<file path="config.mk">
export PLATFORM = sky130hd
export DESIGN_NAME = fir_stream_sequencer_flat
export DESIGN_NICKNAME = d
export VERILOG_FILES = /design/src/rtl/fir_stream_sequencer_if.sv /design/src/rtl/fir_stream_sequencer.sv /design/src/flat_wrapper.sv
export SDC_FILE = /design/constraint.sdc
export NUM_CORES = 1
export LEC_CHECK = 0
export ABC_AREA = 1
export BUFFER_PORTS_ARGS = -buffer_cell sky130_fd_sc_hd__buf_4
export CAP_MARGIN = 20
export CORE_MARGIN = 1
export CORE_UTILIZATION = 44
export CTS_CLUSTER_DIAMETER = 80
export CTS_CLUSTER_SIZE = 24
export DETAILED_ROUTE_END_ITERATION = 12
export MAX_ROUTING_LAYER = met4
export PLACE_DENSITY = 0.75
export SYNTH_ARGS = -nofsm -noshare
export SYNTH_HDL_FRONTEND = slang
export SYNTH_SLANG_ARGS = --single-unit
</file>
<file path="constraint.sdc">
create_clock -name clk -period 1.4 [get_ports clk]
set_clock_uncertainty 0.05 [all_clocks]
set_input_delay 0.14 -clock clk [delete_from_list [all_inputs] [get_ports clk]]
set_output_delay 0.14 -clock clk [all_outputs]
set_load 0.02 [all_outputs]
</file>
<file path="src/rtl/fir_stream_sequencer_if.sv">
// rtl/fir_stream_sequencer_if.sv - signal bundle between the FIR sequencer and its environment
//
// Purpose: groups the sample stream, configuration port, MAC control bus and
// result stream of fir_stream_sequencer into a single interface.
// Ports (signals):
//   in_data/in_valid/in_ready       input sample stream
//   cfg_we/cfg_n/cfg_s              configuration write port
//   x_out/ldx/stm/mac_n/mac_s       delay-line and MAC control
//   mac_y/mac_eof                   MAC result and end-of-filter flag
//   out_data/out_valid/out_ready    filtered sample stream
//   busy/err/sample_cnt             status
// Modports: slave = sequencer view, master = environment view.
interface fir_stream_sequencer_if #(
  parameter int bits_X = 16,
  parameter int bits_Y = 16,
  parameter int bits_N = 3,
  parameter int bits_S = 6
);
  logic [bits_X-1:0] in_data;
  logic              in_valid;
  logic              in_ready;
  logic              cfg_we;
  logic [bits_N-1:0] cfg_n;
  logic [bits_S-1:0] cfg_s;
  logic [bits_X-1:0] x_out;
  logic              ldx;
  logic              stm;
  logic [bits_N-1:0] mac_n;
  logic [bits_S-1:0] mac_s;
  logic [bits_Y-1:0] mac_y;
  logic              mac_eof;
  logic [bits_Y-1:0] out_data;
  logic              out_valid;
  logic              out_ready;
  logic              busy;
  logic              err;
  logic [15:0]       sample_cnt;

  modport slave (
    input  in_data, in_valid, cfg_we, cfg_n, cfg_s, mac_y, mac_eof, out_ready,
    output in_ready, x_out, ldx, stm, mac_n, mac_s, out_data, out_valid,
           busy, err, sample_cnt
  );

  modport master (
    output in_data, in_valid, cfg_we, cfg_n, cfg_s, mac_y, mac_eof, out_ready,
    input  in_ready, x_out, ldx, stm, mac_n, mac_s, out_data, out_valid,
           busy, err, sample_cnt
  );
endinterface

</file>
<file path="src/rtl/fir_stream_sequencer.sv">
// rtl/fir_stream_sequencer.sv - one-sample-at-a-time sequencer for the FIR datapath
//
// Purpose: accepts a sample, pulses the delay-line load, starts the MAC, waits
// for its end-of-filter flag (with a watchdog), and holds the result until the
// downstream accepts it. Holds the tap-count/shift configuration.
// Ports:
//   clk   rising-edge clock
//   rst   synchronous active-high reset
//   bus   fir_stream_sequencer_if.slave (streams, config, MAC bus, status)
module fir_stream_sequencer #(
  parameter int bits_X  = 16,
  parameter int bits_Y  = 16,
  parameter int bits_N  = 3,
  parameter int bits_S  = 6,
  parameter int bits_T  = 8,
  parameter int TIMEOUT = 200
) (
  input  logic                  clk,
  input  logic                  rst,
  fir_stream_sequencer_if.slave bus
);
  typedef enum logic [2:0] {
    S_IDLE,
    S_SHIFT,
    S_START,
    S_WAIT,
    S_OUT
  } state_t;

  localparam logic [bits_T-1:0] WD_LAST = bits_T'(TIMEOUT - 1);
  localparam logic [bits_N-1:0] N_RESET = bits_N'(5);

  state_t            r_state;
  logic [bits_X-1:0] r_x_out;
  logic              r_ldx;
  logic              r_stm;
  logic [bits_Y-1:0] r_out_data;
  logic              r_out_valid;
  logic              r_err;
  logic [15:0]       r_sample_cnt;
  logic [bits_T-1:0] r_watchdog;
  logic [bits_N-1:0] r_n_q;
  logic [bits_S-1:0] r_s_q;
  logic              w_idle;

  assign w_idle = (r_state == S_IDLE);

  always_ff @(posedge clk) begin
    if (rst) begin
      r_state      <= S_IDLE;
      r_x_out      <= '0;
      r_ldx        <= 1'b0;
      r_stm        <= 1'b0;
      r_out_data   <= '0;
      r_out_valid  <= 1'b0;
      r_err        <= 1'b0;
      r_sample_cnt <= '0;
      r_watchdog   <= '0;
      r_n_q        <= N_RESET;
      r_s_q        <= '0;
    end else begin
      // ldx/stm are set on the transition into SHIFT/START so each is a
      // single-cycle registered pulse aligned with that state.
      r_ldx <= 1'b0;
      r_stm <= 1'b0;
      case (r_state)
        S_IDLE: begin
          // Config written alongside a sample is picked up by that sample,
          // since mac_n/mac_s follow the registers directly.
          if (bus.cfg_we) begin
            r_n_q <= bus.cfg_n;
            r_s_q <= bus.cfg_s;
          end
          if (bus.in_valid) begin
            r_x_out <= bus.in_data;
            r_ldx   <= 1'b1;
            r_state <= S_SHIFT;
          end
        end
        S_SHIFT: begin
          r_stm   <= 1'b1;
          r_state <= S_START;
        end
        S_START: begin
          r_watchdog <= '0;
          r_state    <= S_WAIT;
        end
        S_WAIT: begin
          // End-of-filter wins over a timeout landing on the same cycle.
          if (bus.mac_eof) begin
            r_out_data   <= bus.mac_y;
            r_out_valid  <= 1'b1;
            r_sample_cnt <= r_sample_cnt + 16'd1;
            r_state      <= S_OUT;
          end else if (r_watchdog == WD_LAST) begin
            r_err   <= 1'b1;
            r_state <= S_IDLE;
          end else begin
            r_watchdog <= r_watchdog + 1'b1;
          end
        end
        S_OUT: begin
          if (bus.out_ready) begin
            r_out_valid <= 1'b0;
            r_state     <= S_IDLE;
          end
        end
        default: r_state <= S_IDLE;
      endcase
    end
  end

  assign bus.in_ready   = w_idle;
  assign bus.busy       = ~w_idle;
  assign bus.x_out      = r_x_out;
  assign bus.ldx        = r_ldx;
  assign bus.stm        = r_stm;
  assign bus.mac_n      = r_n_q;
  assign bus.mac_s      = r_s_q;
  assign bus.out_data   = r_out_data;
  assign bus.out_valid  = r_out_valid;
  assign bus.err        = r_err;
  assign bus.sample_cnt = r_sample_cnt;
endmodule

</file>
<file path="src/flat_wrapper.sv">
// flat-port wrapper written by rule: the top's interface ports become plain ports
module fir_stream_sequencer_flat 
#(
  parameter int bits_X  = 16,
  parameter int bits_Y  = 16,
  parameter int bits_N  = 3,
  parameter int bits_S  = 6,
  parameter int bits_T  = 8,
  parameter int TIMEOUT = 200
)
  (clk, rst, bus_in_data, bus_in_valid, bus_cfg_we, bus_cfg_n, bus_cfg_s, bus_mac_y, bus_mac_eof, bus_out_ready, bus_in_ready, bus_x_out, bus_ldx, bus_stm, bus_mac_n, bus_mac_s, bus_out_data, bus_out_valid, bus_busy, bus_err, bus_sample_cnt);
  fir_stream_sequencer_if #(.bits_X(bits_X), .bits_Y(bits_Y), .bits_N(bits_N), .bits_S(bits_S)) bus_i ();
  input  logic clk;
  input  logic rst;
  input wire logic [$bits(bus_i.in_data)-1:0] bus_in_data;
  input wire logic [$bits(bus_i.in_valid)-1:0] bus_in_valid;
  input wire logic [$bits(bus_i.cfg_we)-1:0] bus_cfg_we;
  input wire logic [$bits(bus_i.cfg_n)-1:0] bus_cfg_n;
  input wire logic [$bits(bus_i.cfg_s)-1:0] bus_cfg_s;
  input wire logic [$bits(bus_i.mac_y)-1:0] bus_mac_y;
  input wire logic [$bits(bus_i.mac_eof)-1:0] bus_mac_eof;
  input wire logic [$bits(bus_i.out_ready)-1:0] bus_out_ready;
  output wire logic [$bits(bus_i.in_ready)-1:0] bus_in_ready;
  output wire logic [$bits(bus_i.x_out)-1:0] bus_x_out;
  output wire logic [$bits(bus_i.ldx)-1:0] bus_ldx;
  output wire logic [$bits(bus_i.stm)-1:0] bus_stm;
  output wire logic [$bits(bus_i.mac_n)-1:0] bus_mac_n;
  output wire logic [$bits(bus_i.mac_s)-1:0] bus_mac_s;
  output wire logic [$bits(bus_i.out_data)-1:0] bus_out_data;
  output wire logic [$bits(bus_i.out_valid)-1:0] bus_out_valid;
  output wire logic [$bits(bus_i.busy)-1:0] bus_busy;
  output wire logic [$bits(bus_i.err)-1:0] bus_err;
  output wire logic [$bits(bus_i.sample_cnt)-1:0] bus_sample_cnt;
  assign bus_i.in_data = bus_in_data;
  assign bus_i.in_valid = bus_in_valid;
  assign bus_i.cfg_we = bus_cfg_we;
  assign bus_i.cfg_n = bus_cfg_n;
  assign bus_i.cfg_s = bus_cfg_s;
  assign bus_i.mac_y = bus_mac_y;
  assign bus_i.mac_eof = bus_mac_eof;
  assign bus_i.out_ready = bus_out_ready;
  assign bus_in_ready = bus_i.in_ready;
  assign bus_x_out = bus_i.x_out;
  assign bus_ldx = bus_i.ldx;
  assign bus_stm = bus_i.stm;
  assign bus_mac_n = bus_i.mac_n;
  assign bus_mac_s = bus_i.mac_s;
  assign bus_out_data = bus_i.out_data;
  assign bus_out_valid = bus_i.out_valid;
  assign bus_busy = bus_i.busy;
  assign bus_err = bus_i.err;
  assign bus_sample_cnt = bus_i.sample_cnt;
  fir_stream_sequencer #(.bits_X(bits_X), .bits_Y(bits_Y), .bits_N(bits_N), .bits_S(bits_S), .bits_T(bits_T), .TIMEOUT(TIMEOUT)) u_core (.clk(clk), .rst(rst), .bus(bus_i));
endmodule
</file>
# Word level (Yosys, flattened, before mapping)
# Cells that the tools add are included.
dict set report classes {
  eq_ne 11
  mux 13
  n_bitwise 2
  n_addsub 2
  reduce_logical 11
}
# operator count
set op_table {}
lappend op_table {{$add 16x1->16 const B} 1}
lappend op_table {{$mux 8} 2}
lappend op_table {{$pmux 8 s2} 1}
lappend op_table {{$pmux 3 s5} 1}
lappend op_table {{$mux 3} 4}
lappend op_table {{$reduce_and 3->1} 4}
lappend op_table {{$ne 2x2->1 const B} 5}
lappend op_table {{$add 8x1->8 const B} 1}
lappend op_table {{$eq 8x8->1 const B} 1}
lappend op_table {{$eq 3x2->1 const B} 2}
lappend op_table {{$reduce_and 2->1} 3}
lappend op_table {{$mux 1} 4}
lappend op_table {{$reduce_bool 2->1} 2}
lappend op_table {{$eq 3x1->1 const B} 1}
lappend op_table {{$eq 3x3->1 const B} 1}
lappend op_table {{$logic_not 3->1} 1}
lappend op_table {{$ne 3x2->1 const B} 1}
lappend op_table {{$not 1->1} 2}
lappend op_table {{$pmux 1 s2} 1}
lappend op_table {{$reduce_or 2->1} 1}
dict set report totals {
  out_inout_bits 63
  register_bits 72
  word_cells 50
}

# Longest topological paths before layout
dict set report logic_depth {
  word_depth 4
  mapped_depth 10
}

# Least setup slack after synthesis
# OpenSTA, ideal clock, no wires.
dict set report synth_path {
  path_type {register -> register}
  startpoint {reg u_core.r_sample_cnt[0], in the netlist u_core.bus.sample_cnt[0]}
  endpoint {reg u_core.r_sample_cnt[8], in the netlist u_core.bus.sample_cnt[8]}
  slack_ns -0.058
  path_stages_with_launch 9
  path_buffers 0
  synth_period_minus_slack_ns 1.458
  arrival_time_ns 1.292
  setup_time_ns 0.116
  cell_sequence {dfxtp_1 > ha_1 > nand2_1 > inv_1 > nand2_1 > nor2_4 > nand2_1 > o21ai_0 > nor2_1}
}
dict set report synth_via {
  elab_chain_cells 1
}
# item line
set synth_lines {}
lappend synth_lines {{start, declared} fir_stream_sequencer.sv:40} ;# logic [15:0] r_sample_cnt;
lappend synth_lines {{start signal, assigned} fir_stream_sequencer.sv:93} ;# r_sample_cnt <= r_sample_cnt + 16'd1;
lappend synth_lines {{$add 16x1->16} fir_stream_sequencer.sv:93}
# No other way between the ends.
# A chain may end at the register's enable or synchronous reset.

# Worst setup path in the final report
dict set report layout_path {
  startpoint {reg u_core.r_state[0]}
  endpoint {out bus_busy}
}
dict set report layout_via {
  elab_chain_cells 2
}
# item line
set layout_lines {}
lappend layout_lines {{start, declared} fir_stream_sequencer.sv:33} ;# state_t r_state;
lappend layout_lines {{start signal, assigned} fir_stream_sequencer.sv:50} ;# r_state <= S_IDLE;
lappend layout_lines {{start signal, assigned} fir_stream_sequencer.sv:77} ;# r_state <= S_SHIFT;
lappend layout_lines {{start signal, assigned} fir_stream_sequencer.sv:82} ;# r_state <= S_START;
lappend layout_lines {{$logic_not 3->1} fir_stream_sequencer.sv:46} ;# assign w_idle = (r_state == S_IDLE);
lappend layout_lines {{$not 1->1} fir_stream_sequencer.sv:114} ;# assign bus.busy = ~w_idle;
lappend layout_lines {{end, declared} flat_wrapper.sv:31} ;# output wire logic [$bits(bus_i.busy)-1:0] bus_busy;
# No other way between the ends.

==> results.cfg <==
[worst_setup_path]
r2r_cells = 8
cp-start-kind = flip-flop
cp-startpoint = u_core.r_state[0]
crit_path_max_fanout = 5
critPathCaptureType = output pin
r2r-start = u_core.r_state[2]
ff2ff_setup_slack_ns = 0.04
crit_required_ns = 1.21
worst_r2r_endpoint = u_core.r_watchdog[1]
cp.arrival_ns = 1.19
worstSetupPathType = reg -> out
crit_end = bus_busy

[place]
finalWeightedCongestion = 0.8042
placement.io_buffers = 109
post-place-ws_ns = -0.4787
dp_cells = 606
dp_hpwl_um = 5382

[worst_hold_path]
hold_class = in -> reg
hold_depth = 3

[floorplan]
rows = 30
ioPinCount = 110
fp.dieH_um = 85.37
die_w_um = 85.37
start_util = 0.4526
dieArea_mm2 = 0.007287
coreArea_mm2 = 0.006756

[power_and_ir_drop]
power_mw = 4.802
vdd_drop_max_v = 0.0008674
power.density_mw_per_mm2 = 1026
leakage_nw = 2.049

[synthesis]
syn_avg_cell_area_um2 = 7.369
syn_inst = 415
syn_nets = 464
ys_types = 31
ys_seq_elements = 72
synthesis.area_mm2 = 0.003058
ys_seq_area_frac = 0.4714
yosys_warnings = 0

[outcome]
status = finished clean

[final_layout]
final_util = 0.6928
area_delta_synth_final_pct = 53.07
diodes = 0
final_cell_count_no_fill = 658
ff_latch_area_mm2 = 0.001453
fill_cells = 571
multi_input_area_mm2 = 0.001486
final_net_count = 622
drive_gt1_frac = 0.3529

[sta]
tightest_slew_ns = 0.4160
setup_violations = 0
rsz0062_at_grt = yes
drv_slew = 0
fin_crit_sh = 0.9838
setup_ws_ns = 0.02262
max-slew-margin-rel = 0.7224
timing.fmax_mhz = 726.0
min_period_ns = 1.377
hold_violations = 0

[clocking]
cts_max_path_buffers = 2
clock-root-buffer = clkbuf_8
clk-insertion-delay-late_ns = 0.35
h-tree-depth = 3
tritoncts.num_buffers = 9
cts_tree = done
cts.clk_slew.worst_paths_ns = 0.07
cts_sinks = 72

[global_route]
grt_max_degree = 56
grt_first_pass_wirelength_um = 13170
grtUsageTotal = 0.2365
antenna_found_initial = 0
overflow = 0
first_global_vias = 3004

[routing]
drt-met1-wl_um = 3619
wl_um = 8478
dr_total_vias = 3278
wire_per_inst_um = 12.88
wl_met3_um = 524
drtAntennaViolNets = 0
dr.pass1.iters = 4
drt_iter0_markers = 146
drc = 0
top_layer = met4
wl_met2_um = 4222
vias_per_cell = 4.982

[flow_run]
drv_cap = 0
## cells in the final DEF (no fill, tap or decap), types with 2 or more instances in the layout
cell / n
buf_4: 135
inv_1: 31
nor2_1: 34
buf_6: 3
nand3_1: 32
ha_4: 2
clkinvlp_4: 2
nand2_1: 114
nor2_2: 3
inv_2: 4
dlygate4sd3_1: 24
o21bai_1: 3
nand3_2: 2
clkinv_2: 2
dfxtp_1: 65
o21ai_1: 2
clkbuf_8: 9
a21oi_1: 48
clkinv_4: 2
nor3_1: 7
nand2_2: 11
o21ai_0: 4
dfxtp_2: 6
nand2_4: 2
nand4_1: 4
a31oi_1: 3
nor2_4: 6
a21oi_2: 6
## how the worst min path moves through the flow
stage / from / to / slack [ns]
after floorplan: bus_cfg_n[0] / u_core.bus.mac_n[0] / 0.20
after detailed placement: bus_cfg_n[2] / u_core.bus.mac_n[2] / 0.30
after global routing: bus_in_data[12] / u_core.bus.x_out[12] / 0.007
after CTS: bus_in_data[14] / u_core.bus.x_out[14] / 0.002
after global placement: bus_cfg_n[0] / u_core.bus.mac_n[0] / 0.30
final: bus_mac_y[15] / u_core.bus.out_data[15] / 0.02
## logic make-up (layout without fill, tap and decap cells)
group           after synthesis  after routing  synth area share
buf+inv                      53            215           0.07979
simple gates                220            221            0.3200
flops                        72             72            0.4714
compound gates               68             68            0.1207
fa+ha+maj                     2              2          0.008182
## power breakdown
part | total [mW] | internal [mW] | switching, mW
clock network | 1.63 | 0.821 | 0.805
registers | 2.20 | 2.15 | 0.0569
logic | 0.972 | 0.445 | 0.526
## what timing repair did
| item | 4_1_cts | 5_1_grt |
|---|---|---|
| pin swaps | 5 | 9 |
| gates cloned | 1 | 0 |
| endpoints found under the hold margin | 24 | 0 |
| gates resized for setup | 10 | 29 |
| setup buffers | 7 | 4 |
| setup endpoints to repair | 35 | 47 |
| hold buffers | 24 | 0 |
## flip-flops by register name (all words and copies together) (netlist names), 3 cells and up
register / flops
u_core.bus.out_data: 16
u_core.bus.sample_cnt: 16
u_core.bus.x_out: 16
u_core.r_watchdog: 8
u_core.bus.mac_s: 6
u_core.bus.mac_n: 3
u_core.r_state: 3
## routing by layer
layer / up-vias / GRT usage
met5: - / -
met4: 0 / 0.06970
met3: 14 / 0.07685
met2: 99 / 0.3974
met1: 1514 / 0.2699
li1: 1651 / -
## synthesized netlist by cell type (all sizes together)
master,number,share of area
nand4,5,0.015
nand3,35,0.061
a22oi,1,0.0025
buf,9,0.023
o21ai,7,0.011
ha,2,0.0082
nor3,8,0.013
nor2,42,0.061
and3,1,0.0020
nand2,128,0.17
dfxtp,72,0.47
o21bai,3,0.0074
inv,36,0.044
clkbuf,8,0.013
nor3b,1,0.0025
a21oi,54,0.093
a31oi,3,0.0061
## per-stage QoR
stage	hold slack [ns]	area [um^2]	setup TNS, ns
final	0.01611	4681	0
after global routing	0.006583	4681	-0.2778
after CTS	0.002406	4552	0
after detailed placement	0.3039	4033	-11.40
after global placement	0.2977	4033	-9.648
after floorplan	0.2032	3068	0
## worst max-delay path, stage by stage, from the launching register on
cell     delay [ns]
dfxtp_2        0.33
inv_2          0.06
nand2_2        0.08
nor2_4         0.17
inv_1          0.06
buf_4          0.15
## final cells by class
type / instances / share of cell area
clock buffer: 9 / 0.02646
clock inverter: 7 / 0.01550
inverter: 36 / 0.02940
multi-input combinational: 291 / 0.3176
sequential: 72 / 0.3103
tap: 80 / 0.02138
timing repair buffer: 163 / 0.2793
No activity file was read; power rests on OpenSTA's default activity.
